## src/rtl/ram_loader_pkg.sv

```systemverilog
// Shared defaults and FSM state encoding for the bit-serial RAM program loader.
package ram_loader_pkg;

  localparam int ADDR_W_DEFAULT = 4;
  localparam int DATA_W_DEFAULT = 8;
  localparam int RAM_DEPTH      = 16;

  typedef enum logic [2:0] {
    ST_IDLE,
    ST_SHIFT,
    ST_WRITE,
    ST_VRD,
    ST_VCMP,
    ST_DONE
  } state_t;

endpackage

```

## src/rtl/ram_loader_sync_edge.sv

```systemverilog
// Multi-stage synchroniser for an asynchronous pin with a one-cycle rising-edge pulse.
module sync_edge #(
  parameter int STAGES = 2
) (
  input  logic clk,
  input  logic rst_n,
  input  logic async_in,
  output logic level,
  output logic rise
);

  logic [STAGES-1:0] chain;
  logic              prev;

  always_ff @(posedge clk or negedge rst_n) begin
    if (!rst_n) begin
      chain <= '0;
      prev  <= 1'b0;
    end else begin
      chain <= {chain[STAGES-2:0], async_in};
      prev  <= chain[STAGES-1];
    end
  end

  assign level = chain[STAGES-1];
  assign rise  = level & ~prev;

endmodule

```

## src/rtl/ram_loader.sv

```systemverilog
// Bit-serial program loader writing sequential RAM words from address 0 while holding the CPU.
// Optional readback check of every written word is enabled by defining RAM_LOADER_VERIFY_EN.
module ram_loader
  import ram_loader_pkg::*;
#(
  parameter int ADDR_W      = ADDR_W_DEFAULT,
  parameter int DATA_W      = DATA_W_DEFAULT,
  parameter int SYNC_STAGES = 2
) (
  input  logic              CLK,
  input  logic              RESETn,
  input  logic              LD_EN,
  input  logic              LD_SCK,
  input  logic              LD_SDI,
  input  logic [DATA_W-1:0] DOUT,
  output logic [ADDR_W-1:0] ADDR,
  output logic [DATA_W-1:0] DIN,
  output logic              RI,
  output logic              HALT,
  output logic              DONE,
  output logic              ERR
);

  localparam int CNT_W = (DATA_W > 1) ? $clog2(DATA_W) : 1;

  logic en_level, en_rise;
  logic sck_level_unused, sck_rise;
  logic sdi_level, sdi_rise_unused;

  sync_edge #(.STAGES(SYNC_STAGES)) u_sync_en (
    .clk(CLK), .rst_n(RESETn), .async_in(LD_EN), .level(en_level), .rise(en_rise)
  );
  sync_edge #(.STAGES(SYNC_STAGES)) u_sync_sck (
    .clk(CLK), .rst_n(RESETn), .async_in(LD_SCK), .level(sck_level_unused), .rise(sck_rise)
  );
  sync_edge #(.STAGES(SYNC_STAGES)) u_sync_sdi (
    .clk(CLK), .rst_n(RESETn), .async_in(LD_SDI), .level(sdi_level), .rise(sdi_rise_unused)
  );

  state_t            state, next_state;
  logic [DATA_W-1:0] shift_reg, hold_reg, shift_next;
  logic [CNT_W-1:0]  bit_cnt;
  logic [ADDR_W-1:0] pointer, addr_reg;
  logic              done_reg;
  logic              shift_active, byte_done;
  logic              start_session, advance, set_err;

  // Shifting keeps running through WRITE and verify so the next byte is never lost.
  assign shift_active = en_level && (state inside {ST_SHIFT, ST_WRITE, ST_VRD, ST_VCMP});
  assign byte_done    = shift_active && sck_rise && (bit_cnt == CNT_W'(DATA_W - 1));
  assign shift_next   = {shift_reg[DATA_W-2:0], sdi_level};

  always_ff @(posedge CLK or negedge RESETn) begin
    if (!RESETn) begin
      shift_reg <= '0;
      hold_reg  <= '0;
      bit_cnt   <= '0;
    end else if (!shift_active) begin
      bit_cnt <= '0;
    end else if (sck_rise) begin
      shift_reg <= shift_next;
      bit_cnt   <= byte_done ? '0 : bit_cnt + 1'b1;
      if (byte_done) begin
        hold_reg <= shift_next;
      end
    end
  end

  always_ff @(posedge CLK or negedge RESETn) begin
    if (!RESETn) begin
      state <= ST_IDLE;
    end else begin
      state <= next_state;
    end
  end

  // Abort (synced LD_EN low) takes priority over every other transition.
  always_comb begin
    next_state    = state;
    start_session = 1'b0;
    advance       = 1'b0;
    set_err       = 1'b0;
    case (state)
      ST_IDLE: begin
        if (en_rise) begin
          next_state    = ST_SHIFT;
          start_session = 1'b1;
        end
      end
      ST_SHIFT: begin
        if (!en_level)      next_state = ST_IDLE;
        else if (byte_done) next_state = ST_WRITE;
      end
      ST_WRITE: begin
        if (!en_level) begin
          next_state = ST_IDLE;
        end else begin
`ifdef RAM_LOADER_VERIFY_EN
          next_state = ST_VRD;
`else
          advance    = 1'b1;
`endif
        end
      end
`ifdef RAM_LOADER_VERIFY_EN
      ST_VRD: begin
        next_state = en_level ? ST_VCMP : ST_IDLE;
      end
      ST_VCMP: begin
        if (!en_level) begin
          next_state = ST_IDLE;
        end else begin
          advance = 1'b1;
          set_err = (DOUT != hold_reg);
        end
      end
`endif
      ST_DONE: begin
        if (!en_level) next_state = ST_IDLE;
      end
      default: next_state = ST_IDLE;
    endcase
    if (advance) begin
      next_state = (&pointer) ? ST_DONE : ST_SHIFT;
    end
  end

  always_ff @(posedge CLK or negedge RESETn) begin
    if (!RESETn) begin
      pointer  <= '0;
      addr_reg <= '0;
      done_reg <= 1'b0;
    end else begin
      if (start_session) begin
        pointer  <= '0;
        done_reg <= 1'b0;
      end else if (advance) begin
        if (&pointer) done_reg <= 1'b1;
        else          pointer  <= pointer + 1'b1;
      end
      if (state == ST_SHIFT && next_state == ST_WRITE) begin
        addr_reg <= pointer;
      end
    end
  end

`ifdef RAM_LOADER_VERIFY_EN
  logic err_reg;

  always_ff @(posedge CLK or negedge RESETn) begin
    if (!RESETn) begin
      err_reg <= 1'b0;
    end else if (start_session) begin
      err_reg <= 1'b0;
    end else if (set_err) begin
      err_reg <= 1'b1;
    end
  end

  assign ERR = err_reg;
`else
  logic dout_unused;
  logic set_err_unused;

  assign dout_unused    = ^DOUT;
  assign set_err_unused = set_err;
  assign ERR            = 1'b0;
`endif

  assign ADDR = addr_reg;
  assign DIN  = hold_reg;
  assign RI   = (state == ST_WRITE);
  assign HALT = (state != ST_IDLE);
  assign DONE = done_reg;

endmodule

```

## config.mk

```make
export PLATFORM = sky130hd
export DESIGN_NAME = ram_loader
export DESIGN_NICKNAME = d
export VERILOG_FILES = /design/src/rtl/ram_loader_pkg.sv /design/src/rtl/ram_loader_sync_edge.sv /design/src/rtl/ram_loader.sv
export SDC_FILE = /design/constraint.sdc
export NUM_CORES = 1
export LEC_CHECK = 0
export ABC_AREA = 1
export ABC_CLOCK_PERIOD_IN_PS = 2400
export CORE_MARGIN = 2
export CORE_UTILIZATION = 50
export CTS_CLUSTER_SIZE = 28
export DETAILED_ROUTE_END_ITERATION = 16
export PLACE_DENSITY = 0.77
export SLEW_MARGIN = 40
export SYNTH_ARGS = -nofsm -noshare
export SYNTH_HDL_FRONTEND = slang
export SYNTH_SLANG_ARGS = --single-unit
```

## constraint.sdc

```tcl
create_clock -name CLK -period 2.4 [get_ports CLK]
set_input_delay 0.48 -clock CLK [delete_from_list [all_inputs] [get_ports CLK]]
set_output_delay 0.48 -clock CLK [all_outputs]
set_load 0.005 [all_outputs]
```

==> impl_metrics.py, run 1 <==
metrics = {
    "global_routing": {
        "grt_pass1_wl_mm": 4.50,
        "grt.overflow.total": 0,
        "grt_antenna_before_repair": 0,
        "grt_pass1_vias": 1017,
        "gr-usage-all-layers": 0.175,
        "grt_max_degree": 39,
    },
    "placed_design": {
        "io_buffers": 19,
        "place.gp.congestion": 0.804,
        "dp_hpwl_mm": 1.80,
    },
    "clock_network": {
        "cts_tree": "yes",
        "cts.repair.resized": 0,
        "clkTransAtPathRegs_ps": 100,
        "cts_buffers": 5,
        "clock_sinks": 38,
        "clk_latency_ps": 350,
        "cts_hold_buf": 0,
        "root_buffer": "clkbuf_4",
        "ctsLongestPathBuffers": 2,
        "h-tree-depth": 2,
        "post_cts_buffers": 0,
    },
    "floorplanning": {
        "die-height_um": 60.6,
        "die_area_mm2": 0.00367,
        "io_pins": 29,
        "start_util": 0.525,
        "row_count": 20,
        "coreArea_mm2": 0.00305,
        "die_x_um": 60.6,
    },
    "critical_path": {
        "path_class": "reg -> out",
        "worstPathRequired_ps": 1920,
        "cp_top_family": "buffers and inverters",
        "cp_slowest_cell": "clkdlybuf4s50_1",
        "path_cells": "nor3_2 > clkdlybuf4s50_1",
        "cp.arrival_ps": 1640,
        "crit_fanout": 4,
        "crit_path_end_kind": "output port",
        "worstSetupStartpointType": "flip-flop",
        "worst-path-buf-inv": 1,
        "critPathMaxStageDelay_ps": 550,
    },
    "min_path": {
        "worstHoldPathType": "reg -> reg",
    },
    "final_layout": {
        "layout-drive-gt1-share": 0.157,
        "area_growth_pct": 19.9,
        "n_antenna_cell": 0,
        "final_nets": 193,
        "largest_register_ff_count": 8,
        "finalCoreUtilization": 0.629,
    },
    "timing": {
        "report.final.slew_viol_count": 0,
        "rsz0062_at_grt": "no",
        "max_freq_mhz": 473,
        "fin_skew_ps": 10.6,
        "min_period_ps": 2120,
        "fin_setup_tns_ps": 0,
        "finalCritPeriodShare": 0.881,
        "finalHoldViolCount": 0,
        "finalSetupViolations": 0,
    },
    "synth": {
        "avgSynthCellArea_um2": 10.3,
        "synth.yosys.seq_area_share": 0.594,
        "syn_area_mm2": 0.00160,
        "synth.distinct_cells": 23,
        "synth-seq-cells": 38,
        "syn_nets": 171,
        "synthCells": 155,
        "ys_warn_count": 0,
    },
    "power": {
        "power_density_mw_per_mm2": 688,
        "cellLeakagePower_nw": 0.932,
        "ir_drop_uv": 607,
    },
    "route": {
        "drtAntennaViolNets": 0,
        "drt_wl_total_mm": 2.60,
        "drt_iter0_drc": 40,
        "post_drt_via_cell_ratio": 4.92,
        "drc": 0,
        "wl_per_cell_um": 11.7,
        "dr_total_vias": 1093,
        "firstDrtPassIters": 4,
    },
    "run": {
        "maxCapViolCount": 0,
    },
    "status": {
        "outcome": "completed",
    },
}
[report_power, final]
group | switching (W) | internal (W)
sequential | 0.0000151 | 0.000666
clock | 0.000213 | 0.000353
combinational | 0.0000505 | 0.0000244
total | 0.000279 | 0.00104
[area by class of cell]
type / count / area (µm²)
Clock buffer: 6 / 51.3
Clock inverter: 2 / 60.1
Fill cell: 258 / 1130
Inverter: 19 / 71.3
Multi-Input combinational cell: 93 / 534
Sequential cell: 38 / 951
Tap cell: 44 / 55.1
Timing Repair Buffer: 20 / 198
[placed cells by master (no fill, tap or decap), types with 2 or more instances in the layout]
cell type,n
dfrtp_1,38
nand2_1,32
clkdlybuf4s50_1,19
inv_1,18
nand3_1,15
o21ai_0,11
o21ai_2,7
nand4_1,6
clkbuf_4,5
nor2_1,3
nand2_2,3
ha_1,3
nor2_2,2
nor2_4,2
xor2_1,2
bufinv_16,2
[worst paths after layout]
path                                            to           startpoint  slack [ps]  depth (start not counted)
worst max-delay path                            RI             state[2]         280                          2
min in group asynchronous                   DIN[1]               RESETn         530                          2
worst min register to register  u_sync_en.chain[1]   u_sync_en.chain[0]         370                          0
max in group asynchronous             shift_reg[6]               RESETn        1540                          2
worst min-delay path            u_sync_en.chain[1]   u_sync_en.chain[0]         370                          0
worst max register to register             ADDR[3]  u_sync_sck.chain[1]         830                          6
[through the flow]
stage,setup WS [ps],std cells,power [W],hold slack [ps],instance area [µm²]
2_1_floorplan,1100,155,0.000737,184,1600
5_1_grt,193,222,0.00138,383,1920
4_1_cts,261,222,0.00133,368,1920
6_report,285,222,0.00132,370,1920
3_3_place_gp,661,214,0.000766,333,1810
3_5_place_dp,665,214,0.000770,340,1810
[synthesized netlist by cell type, drive strengths merged]
cell,count,area [µm²]
nor3,1,10.0
nand2,36,150
buf,5,45.0
xor2,2,17.5
conb,1,3.75
a21oi,1,5.00
nand3,17,103
a21boi,1,7.51
nor2,7,46.3
dfrtp,38,951
nand4,6,37.5
ha,3,37.5
o21ai,18,116
inv,19,71.3
[kinds of logic after synthesis]
kind of cell / Yosys count / synth area share
adders and majority gates: 3 / 0.0234
xor gates and xnor gates: 2 / 0.0109
and+or+nand+nor: 67 / 0.216
AOI/OAI and AO/OA: 20 / 0.0805
DFF: 38 / 0.594
other: 1 / 0.00234
buffers and inverters: 24 / 0.0726
[per-layer routing]
metal,routed length [µm],vias up,track usage
met1,1160,519,0.218
met5,0,-,0
met4,59,0,0.0994
li1,-,548,-
met2,1270,19,0.261
met3,108,7,0.0661
No activity file was read; power rests on OpenSTA's default activity.
==> run 2, diff against run 1 <==
--- a/config.mk
+++ b/config.mk
@@ -7,10 +7,12 @@
 export LEC_CHECK = 0
 export ABC_AREA = 1
 export ABC_CLOCK_PERIOD_IN_PS = 2400
+export CORE_ASPECT_RATIO = 0.5
 export CORE_MARGIN = 2
 export CORE_UTILIZATION = 50
 export CTS_CLUSTER_SIZE = 28
 export DETAILED_ROUTE_END_ITERATION = 16
+export GPL_TIMING_DRIVEN = 0
 export PLACE_DENSITY = 0.77
 export SLEW_MARGIN = 40
 export SYNTH_ARGS = -nofsm -noshare
==> run 2 against run 1 <==
Effect of this change:
- routed wire length grew 5.8%
- maximum frequency rose by 1.1%
- combinational power is 8.7% higher
- critical path depth unchanged
- register-to-register slack improved by 110 ps
- global-route usage rose by 0.29 points
- clock skew down 3.3 ps
- via count grew 3.6%
- non-clock buffer count increased by 5
- power decreased by 8.9%
- die area up 0.75%
- critical path type unchanged
- critical endpoint unchanged
- highest routed layer unchanged
==> impl_metrics.py, run 2 (synthesis gave the netlist of run 1 again) <==
metrics = {
    "status": {
        "outcome": "completed",
    },
    "route": {
        "wl_per_cell_um": 12.3,
        "drt_wl_total_mm": 2.75,
        "post_drt_via_cell_ratio": 5.08,
        "drtAntennaViolNets": 0,
        "drc": 0,
        "drt_iter0_drc": 30,
        "dr_total_vias": 1132,
        "firstDrtPassIters": 4,
    },
    "critical_path": {
        "worstPathRequired_ps": 1920,
        "cp_slowest_cell": "clkdlybuf4s50_1",
        "worstSetupStartpointType": "flip-flop",
        "crit_path_end_kind": "output port",
        "cp.arrival_ps": 1610,
        "crit_fanout": 4,
        "worst-path-buf-inv": 1,
        "critPathMaxStageDelay_ps": 560,
        "cp_top_family": "buffers and inverters",
        "path_class": "reg -> out",
        "path_cells": "nor3_2 > clkdlybuf4s50_1",
    },
    "clock_network": {
        "root_buffer": "clkbuf_8",
        "cts.repair.resized": 0,
        "ctsLongestPathBuffers": 2,
        "cts_buffers": 5,
        "cts_tree": "yes",
        "h-tree-depth": 2,
        "clock_sinks": 38,
        "cts_hold_buf": 0,
        "post_cts_buffers": 0,
        "clk_latency_ps": 290,
        "clkTransAtPathRegs_ps": 70,
    },
    "floorplanning": {
        "die_x_um": 84.0,
        "coreArea_mm2": 0.00303,
        "io_pins": 29,
        "row_count": 14,
        "die_area_mm2": 0.00370,
        "die-height_um": 44.0,
        "start_util": 0.528,
    },
    "final_layout": {
        "final_nets": 198,
        "finalCoreUtilization": 0.645,
        "fin_area_mm2": 0.00196,
        "final_common_cell": "dfrtp_1",
        "area_growth_pct": 22.1,
        "n_antenna_cell": 0,
        "mostFrequentLayoutCells": "38 x dfrtp_1, 32 x nand2_1, 18 x inv_1, 18 x clkdlybuf4s50_1, 15 x nand3_1",
        "layout-drive-gt1-share": 0.180,
        "largest_register_ff_count": 8,
    },
    "power": {
        "cellLeakagePower_nw": 0.958,
        "power_density_mw_per_mm2": 616,
        "ir_drop_uv": 270,
    },
    "timing": {
        "finalHoldViolCount": 0,
        "min_period_ps": 2090,
        "fin_setup_tns_ps": 0,
        "setup_ws_ps": 308,
        "hold_ws_ps": 147,
        "max_freq_mhz": 478,
        "finalSetupViolations": 0,
        "report.final.slew_viol_count": 0,
        "rsz0062_at_grt": "no",
        "finalCritPeriodShare": 0.872,
        "fin_skew_ps": 7.32,
    },
    "min_path": {
        "worstHoldPathType": "in -> async",
    },
    "placed_design": {
        "place_area_mm2": 0.00186,
        "dp_hpwl_mm": 1.97,
        "post-place-ws_ps": 616,
        "io_buffers": 19,
        "place.gp.congestion": 0.754,
    },
    "run": {
        "maxCapViolCount": 0,
    },
    "global_routing": {
        "gr-usage-all-layers": 0.178,
        "grt.overflow.total": 0,
        "grt_max_degree": 21,
        "grt_pass1_wl_mm": 4.93,
        "grt_pass1_vias": 1131,
        "grt_antenna_before_repair": 0,
    },
}
==> run 2: report_power, final <==
group          leakage [nW]  internal [W]  total (W)  switching (W)
Sequential            0.508      0.000667   0.000682      0.0000154
Combinational         0.402     0.0000294  0.0000815      0.0000521
Clock                0.0482      0.000231   0.000441       0.000209
==> run 2: worst register-to-register path, cell delays in order (launching register included) <==
cell and delay, ps:
dfrtp_1 430, nor2_2 180, nor2_1 100, nor2_4 180, nand3_4 140, buf_6 190, nand2_2 70, nand3_2 50
==> run 2: final timing paths <==
| path | startpoint | end | slack [ps] | cells after the start |
|---|---|---|---|---|
| max | state[2] | RI | 310 | 2 |
| min | RESETn | u_sync_sdi.chain[1] | 150 | 1 |
| max reg2reg | state[0] | state[0] | 940 | 7 |
| min reg2reg | u_sync_en.chain[0] | u_sync_en.chain[1] | 350 | 0 |
| max in group asynchronous | RESETn | state[2] | 1790 | 2 |
| min in group CLK | u_sync_en.chain[0] | u_sync_en.chain[1] | 350 | 0 |
==> run 2: per-stage QoR <==
step | std cells | total power (W)
floorplan | 155 | 0.000737
global route | 223 | 0.00126
CTS | 223 | 0.00122
finish | 223 | 0.00120
global placement | 214 | 0.000768
detailed placement | 215 | 0.000775
==> run 2: cell type report <==
class                           count  area (µm²)
Clock buffer                        7        86.3
Tap cell                           40        50.0
Fill cell                         249        1070
Sequential cell                    38         951
Inverter                           19        71.3
Timing Repair Buffer               20         213
Multi-Input combinational cell     93         534
Clock inverter                      1        5.00
Buffer                              5        45.0
==> run 2: per-layer routing <==
metal	track usage	routed length, µm	part of all wire
met4	0.0903	57	0.021
met1	0.215	1200	0.44
met2	0.302	1370	0.50
met5	0	0	0
met3	0.0522	117	0.042
==> run 3, diff against run 2 <==
--- a/config.mk
+++ b/config.mk
@@ -6,7 +6,7 @@
 export NUM_CORES = 1
 export LEC_CHECK = 0
 export ABC_AREA = 1
-export ABC_CLOCK_PERIOD_IN_PS = 2400
+export ABC_CLOCK_PERIOD_IN_PS = 2600
 export CORE_ASPECT_RATIO = 0.5
 export CORE_MARGIN = 2
 export CORE_UTILIZATION = 50
==> constraint.sdc (replaced) <==
create_clock -name CLK -period 2.6 [get_ports CLK]
set_input_delay 0.52 -clock CLK [delete_from_list [all_inputs] [get_ports CLK]]
set_output_delay 0.52 -clock CLK [all_outputs]
set_load 0.005 [all_outputs]
==> results of run 3 <==
The final DEF is identical to that of run 2. Status: completed.
Among the figures that moved: setup slack after placement 616 ps -> 776 ps; setup slack after layout 308 ps -> 468 ps; hold slack 147 ps -> 187 ps; register-to-register setup slack 940 ps -> 1140 ps; total power 0.00120 W -> 0.00111 W; worst IR drop on VDD 270 µV -> 249 µV
